--- config.mk ---
export PLATFORM = sky130hd
export DESIGN_NAME = router_src_arbiter
export DESIGN_NICKNAME = d
export VERILOG_FILES = /design/src/rtl/router_src_arbiter.sv
export SDC_FILE = /design/constraint.sdc
export NUM_CORES = 1
export LEC_CHECK = 0
export ABC_AREA = 1
export CAP_MARGIN = 20
export CORE_MARGIN = 5
export CORE_UTILIZATION = 45
export CTS_CLUSTER_DIAMETER = 50
export DETAILED_ROUTE_END_ITERATION = 6
export GPL_TIMING_DRIVEN = 0
export PLACE_DENSITY = 0.76
export SYNTH_ARGS = -nofsm -noshare
export SYNTH_HDL_FRONTEND = slang
export SYNTH_SLANG_ARGS = --single-unit
--- constraint.sdc ---
create_clock -name clock -period 2.3 [get_ports clock]
set_clock_uncertainty 0.1 [all_clocks]
set_input_delay 0.23 -clock clock [delete_from_list [all_inputs] [get_ports clock]]
set_output_delay 0.23 -clock clock [all_outputs]
set_load 0.005 [all_outputs]
--- src/rtl/router_src_arbiter.sv ---
// Round-robin arbiter sharing the router's byte-serial input among three packet sources.
// Optional ROUTER_ARB_DROP_EN: packets with header addr 2'b11 are consumed and dropped instead of forwarded.
module router_src_arbiter #(
  parameter int DATA_W = 8,
  parameter int CNT_W  = 6
) (
  input  logic              clock,
  input  logic              resetn,
  input  logic              src_pkt_valid_0,
  input  logic [DATA_W-1:0] src_data_0,
  input  logic              src_pkt_valid_1,
  input  logic [DATA_W-1:0] src_data_1,
  input  logic              src_pkt_valid_2,
  input  logic [DATA_W-1:0] src_data_2,
  output logic              src_gnt_0,
  output logic              src_gnt_1,
  output logic              src_gnt_2,
  output logic              src_stall_0,
  output logic              src_stall_1,
  output logic              src_stall_2,
  input  logic              busy,
  output logic              pkt_valid,
  output logic [DATA_W-1:0] data_in,
  output logic              len_err,
  output logic              pkt_drop
);

  typedef enum logic [2:0] {
    IDLE,
    GRANT,
    HDR,
    PAY
`ifdef ROUTER_ARB_DROP_EN
    , DROP
`endif
  } state_t;

  state_t            state;
  logic [1:0]        rr_ptr;
  logic [2:0]        gnt;
  logic [1:0]        gnt_idx;
  logic [CNT_W-1:0]  cnt;
  logic [CNT_W-1:0]  payload_seen;

  logic [2:0]        req;
  logic [1:0]        pick_idx;
  logic [1:0]        next_ptr;
  logic              sel_valid;
  logic [DATA_W-1:0] sel_data;
  logic              stall_cond;

  assign req = {src_pkt_valid_2, src_pkt_valid_1, src_pkt_valid_0};

  // First requester at or after rr_ptr, wrapping modulo 3.
  always_comb begin
    pick_idx = 2'd0;
    case (rr_ptr)
      2'd0:    pick_idx = req[0] ? 2'd0 : (req[1] ? 2'd1 : 2'd2);
      2'd1:    pick_idx = req[1] ? 2'd1 : (req[2] ? 2'd2 : 2'd0);
      default: pick_idx = req[2] ? 2'd2 : (req[0] ? 2'd0 : 2'd1);
    endcase
  end

  always_comb begin
    sel_valid = src_pkt_valid_2;
    sel_data  = src_data_2;
    case (gnt_idx)
      2'd0: begin
        sel_valid = src_pkt_valid_0;
        sel_data  = src_data_0;
      end
      2'd1: begin
        sel_valid = src_pkt_valid_1;
        sel_data  = src_data_1;
      end
      default: begin
        sel_valid = src_pkt_valid_2;
        sel_data  = src_data_2;
      end
    endcase
  end

  assign next_ptr = (gnt_idx == 2'd2) ? 2'd0 : gnt_idx + 2'd1;

`ifdef ROUTER_ARB_DROP_EN
  // A dropped packet is drained at full rate, so the source never stalls there.
  assign stall_cond = (busy | (state == GRANT)) & (state != DROP);
`else
  assign stall_cond = busy | (state == GRANT);
`endif

  assign src_gnt_0   = gnt[0];
  assign src_gnt_1   = gnt[1];
  assign src_gnt_2   = gnt[2];
  assign src_stall_0 = gnt[0] & stall_cond;
  assign src_stall_1 = gnt[1] & stall_cond;
  assign src_stall_2 = gnt[2] & stall_cond;

`ifndef ROUTER_ARB_DROP_EN
  assign pkt_drop = 1'b0;
`endif

  always_ff @(posedge clock or negedge resetn) begin
    if (!resetn) begin
      state        <= IDLE;
      rr_ptr       <= '0;
      gnt          <= '0;
      gnt_idx      <= '0;
      cnt          <= '0;
      payload_seen <= '0;
      pkt_valid    <= 1'b0;
      data_in      <= '0;
      len_err      <= 1'b0;
`ifdef ROUTER_ARB_DROP_EN
      pkt_drop     <= 1'b0;
`endif
    end else begin
      len_err <= 1'b0;
`ifdef ROUTER_ARB_DROP_EN
      pkt_drop <= 1'b0;
`endif
      case (state)
        IDLE: begin
          if (!busy && (|req)) begin
            gnt     <= 3'b001 << pick_idx;
            gnt_idx <= pick_idx;
            state   <= GRANT;
          end
        end
        GRANT: state <= HDR;
        HDR: begin
          if (!busy) begin
`ifdef ROUTER_ARB_DROP_EN
            if (sel_data[1:0] == 2'b11) begin
              state <= DROP;
            end else
`endif
            begin
              data_in      <= sel_data;
              pkt_valid    <= 1'b1;
              cnt          <= sel_data[DATA_W-1:2];
              payload_seen <= '0;
              state        <= PAY;
            end
          end
        end
        PAY: begin
          if (!busy) begin
            data_in <= sel_data;
            if (sel_valid) begin
              pkt_valid <= 1'b1;
              if (payload_seen != '1)
                payload_seen <= payload_seen + CNT_W'(1);
            end else begin
              pkt_valid <= 1'b0;
              gnt       <= '0;
              rr_ptr    <= next_ptr;
              len_err   <= (payload_seen != cnt);
              state     <= IDLE;
            end
          end
        end
`ifdef ROUTER_ARB_DROP_EN
        DROP: begin
          if (!sel_valid) begin
            gnt      <= '0;
            rr_ptr   <= next_ptr;
            pkt_drop <= 1'b1;
            state    <= IDLE;
          end
        end
`endif
        default: state <= IDLE;
      endcase
    end
  end

endmodule

# ---- Word-level counts from Yosys, hierarchy flattened
# Index checks and enable logic that the tools add are counted.
dict set report op_classes {
  addsub 2
  eq_ne 14
  n_shift 1
  muxes 29
  bitwise_logic 6
  n_reduce_logical 17
}
# cell n
set op_table {}
lappend op_table {{$mux 6} 4}
lappend op_table {{$pmux 8 s2} 1}
lappend op_table {{$mux 3} 5}
lappend op_table {{$mux 2} 6}
lappend op_table {{$ne 2x2->1 const B} 6}
lappend op_table {{$pmux 3 s4} 1}
lappend op_table {{$pmux 6 s2} 1}
lappend op_table {{$reduce_and 4->1} 2}
lappend op_table {{$mux 1} 7}
lappend op_table {{$add 6x1->6 const B} 1}
lappend op_table {{$eq 3x2->1 const B} 2}
lappend op_table {{$ne 6x6->1} 1}
lappend op_table {{$ne 6x6->1 const B} 1}
lappend op_table {{$pmux 3 s2} 1}
lappend op_table {{$reduce_and 2->1} 3}
lappend op_table {{$reduce_and 3->1} 2}
lappend op_table {{$reduce_and 5->1} 1}
lappend op_table {{$eq 2x1->1 const B} 2}
lappend op_table {{$logic_not 2->1} 2}
lappend op_table {{$pmux 1 s2} 2}
lappend op_table {{$pmux 2 s2} 1}
lappend op_table {{$reduce_bool 2->1} 2}
lappend op_table {{$and 1x1->1} 3}
lappend op_table {{$eq 3x1->1 const B} 1}
lappend op_table {{other kinds (10)} 11}
dict set report word_totals {
  register_bits 32
  output_inout_bits 17
  word_cells 78
}

# ---- Logic depth before layout (Yosys ltp)
dict set report logic_depth {
  ltp_word 6
  depth_mapped 8
  depth_no_buf 8
}

# ---- Least setup slack after synthesis
# Ideal clock, no wire load.
dict set report synth_path {
  path_kind {register to register}
  startpoint {reg state[0]}
  endpoint {reg cnt[4]}
  setup_ps 125
  arrival_time_ps 1300
  required_ps 2075
  path_slack_ps 776
  stages_incl_launch_ff 6
  path_buffers 0
  synth_period_minus_slack_ps 1524
  path_cell_list {dfrtp_1 inv_1 ha_1 inv_1 nor2_2 mux2_2}
}
dict set report synth_between {
  elab_chain_len 2
}
# item line
set synth_rtl {}
lappend synth_rtl {{start: declaration} 38} ;# state_t state;
lappend synth_rtl {{start signal: assignment} 105} ;# state <= IDLE;
lappend synth_rtl {{start signal: assignment} 127} ;# state <= GRANT;
lappend synth_rtl {{start signal: assignment} 130} ;# GRANT: state <= HDR;
lappend synth_rtl {{$eq 3x2->1} 122} ;# case (state)
lappend synth_rtl {{$reduce_and 2->1 (no source line)} -}
lappend synth_rtl {{end signal: assignment} 141} ;# cnt <= sel_data[DATA_W-1:2];
lappend synth_rtl {{end: declaration} 42} ;# logic [CNT_W-1:0] cnt;
# No other way between the ends.
# A chain may end at the register's enable or synchronous reset.

# ---- Final worst setup path
dict set report layout_path {
  startpoint {reg state[1]}
  endpoint {out src_stall_2}
}
dict set report layout_between {
  elab_chain_len 3
}
# item line
set layout_rtl {}
lappend layout_rtl {{$eq 3x1->1} 89} ;# assign stall_cond = busy | (state == GRANT);
lappend layout_rtl {{$or 1x1->1} 89}
lappend layout_rtl {{$and 1x1->1} 97} ;# assign src_stall_2 = gnt[2] & stall_cond;
lappend layout_rtl {{end: declaration} 20} ;# output logic src_stall_2,
# No other way between the ends.

==> run metrics <==
cell row count=23; DR vias/cell=4.91; final wirelength=4320 um; status=complete, no violations; nets=328; Setup crit end kind=output pin; fmax=500 MHz; syn nets=275; gr ovfl total=0; vias in the first global route=1620; Hold Crit Class=flop to flop; pin count of the biggest net entering global routing=32; DR DRC count=0; Initial Util=45.7%; Synth Area in Simple Gates=34.2%; global-route wire length before repair=7420 um; Root Buffer=clkbuf_8; #FFs+latches synth=31; Final Cycle Share=86.9%; Detailed Place HPWL=3210 um; clk_lat worst skew=0.28 ns; synthesized area=0.00179 mm2; Post-DRT Antenna Nets=0; Synth Warn #=0; clk slew on worst S/H paths=0.06 ns; distinct cell type count after synthesis=27; core area=0.00391 mm2; Setup Buffers After CTS=0; final hold vios=0; IO buf count=45; Vias=1685; largest family of logic cells by synthesized area=simple AND/OR/NAND/NOR gates; fin crit period=2.00 ns; Top FF cell, synth=dfrtp_1; Die ar.=0.00534 mm2; GRT Total Usage=18.2%; Synth Area in XOR/XNOR=0.978%; Avg Inst Size Synth=7.49 um2; htree depth=2; diode count=0; Cell Area, Placed=0.00230 mm2; compound-cell area share of the yosys netlist=9.01%; CP Max Fanout=5; Area Overhead vs Synth=34.5%; initial antenna violation count=0; Leak=1.13 nW; Post-Route Setup TNS=0 ns; adder-cell share of the synthesized area=4.19%; Num CTS Buffers=5; Register-to-Register Setup Slack=0.60 ns; WL per Instance=12.6 um; relative slew slack=52.9%; final setup fails=0; WS Path Type=flop to output pin; clk sinks=31; max_cap viols=0; GP Congestion=0.903; worst-margin pin slew=0.706 ns; Synth Instances=239; # resized after CTS=0; Max IR drop VDD=0.000923 V; critical path launch point type=flop; post-synthesis mux area share=1.26%; Slew Limit Fails=0; Vert. Die Dim=73.1 um; Longest Clk Path Bufs=2; asr flop ratio synth=100%; CP required=1.97 ns; io pins=47; TritonCTS clock tree=built; share of cells above drive strength 1=10.9%; first drt pass iteration count=5; number of enable flip-flop cells after synthesis=0; die width=73.1 um; PD cells=1120 mW/mm2; RSZ-0062 raised after global routing=no; Final Cell Area=0.00241 mm2; Worst EP arrival=1.67 ns; Power Total=2.70 mW; Iter 0 DRT Violations=75; part of the Yosys area used for sequential elements=43.3%
-- cell type report --
class	instances	area, um2
Fill cell	368	1510
Timing Repair Buffer	46	455
Sequential cell	31	776
Buffer	5	40.0
Tap cell	50	62.6
Inverter	22	82.6
Clock buffer	8	100
Multi-Input combinational cell	181	892
-- registers in the layout, indices dropped and copies added (netlist names) --
signal / flops
cnt: 6
gnt_idx: 2
gnt: 3
pkt_valid: 1
payload_seen: 6
rr_ptr: 2
state: 2
data_in: 8
len_err: 1
-- worst max-delay path: stages, from the launching register on --
cell and delay, ns:
dfrtp_1 0.41, inv_1 0.08, ha_1 0.18, nor2_1 0.19, nor2_1 0.06, clkdlybuf4s50_1 0.45
-- logic make-up after synthesis --
logic type      count (synthesis)
compound gates                 28
buf+inv                        27
mux                             2
other cells                     1
xor+xnor                        2
fa+ha+maj                       6
flops                          31
simple gates                  142
-- worst paths after layout --
path | startpoint | endpoint | depth (start not counted)
max | state[1]$_DFFE_PN0P_ | src_stall_2 | 5
min | data_in[4]$_DFFE_PN0P_ | data_in[4]$_DFFE_PN0P_ | 2
max reg2reg | state[0]$_DFFE_PN0P_ | cnt[4]$_DFFE_PN0P_ | 5
min reg2reg | data_in[4]$_DFFE_PN0P_ | data_in[4]$_DFFE_PN0P_ | 2
max in group asynchronous | resetn | data_in[0]$_DFFE_PN0P_ | 2
min in group asynchronous | resetn | data_in[3]$_DFFE_PN0P_ | 2
-- synthesized netlist by cell type (2+ instances only) --
| cell type | instances | area share [%] |
|---|---|---|
| nand2_1 | 89 | 19 |
| dfrtp_1 | 31 | 43 |
| nand3_1 | 23 | 6.4 |
| inv_1 | 19 | 4.0 |
| nor2_1 | 16 | 3.4 |
| o21ai_0 | 12 | 3.4 |
| ha_1 | 6 | 4.2 |
| a21oi_1 | 4 | 1.1 |
| o21ai_1 | 4 | 1.1 |
| inv_2 | 3 | 0.63 |
| nand2_2 | 3 | 1.0 |
| nand4_1 | 3 | 1.0 |
| nor2_2 | 3 | 1.0 |
| o21ai_2 | 3 | 1.5 |
| a31oi_1 | 2 | 0.70 |
| buf_2 | 2 | 0.56 |
| buf_6 | 2 | 1.3 |
| mux2_2 | 2 | 1.3 |
| o21bai_1 | 2 | 0.84 |
| or2_2 | 2 | 0.70 |
| xnor2_1 | 2 | 0.98 |
-- layer usage --
layer  share of wire, %  vias up  track usage, %  routed length [um]
met5                  0        -               0                   0
met4                2.4        0            7.38                 104
met3                4.8       11            5.79                 207
met2                 48       27            29.0                2080
met1                 45      781            22.7                1930
li1                   -      866               -                   -
-- metrics by stage --
step           util (%)  instances  setup slack [ns]  hold WS [ns]
2_1_floorplan         -        239             0.776        -0.166
6_report           61.5        343             0.301         0.384
5_1_grt            61.5        343             0.172         0.414
4_1_cts            61.5        343             0.274         0.384
3_3_place_gp       58.9        334             0.313         0.361
3_5_place_dp       58.7        334             0.481         0.219
-- cells in the final DEF (no fill, tap or decap), types with 2 or more instances in the layout --
master / Yosys / final
a21oi_1: 4 / 4
a31oi_1: 2 / 2
buf_2: 2 / 3
buf_6: 2 / 2
clkbuf_8: 0 / 7
clkdlybuf4s50_1: 0 / 44
dfrtp_1: 31 / 31
ha_1: 6 / 6
inv_1: 19 / 19
inv_2: 3 / 3
mux2_2: 2 / 2
nand2_1: 89 / 89
nand2_2: 3 / 3
nand3_1: 23 / 23
nand4_1: 3 / 3
nor2_1: 16 / 16
nor2_2: 3 / 3
o21ai_0: 12 / 12
o21ai_1: 4 / 4
o21ai_2: 3 / 3
o21bai_1: 2 / 2
or2_2: 2 / 2
xnor2_1: 2 / 2
-- power by group --
part	switching [mW]	internal [mW]	total (mW)	leakage, nW
registers	0.162	0.760	0.922	0.396
logic	0.717	0.590	1.31	0.687
clock network	0.194	0.273	0.467	0.0515
-- repair_timing --
item | CTS | global route
setup endpoints to repair | 0 | 0
hold buffers | 1 | 0
hold endpoints to repair | 31 | 0
Power figures use the tool's default switching activity.
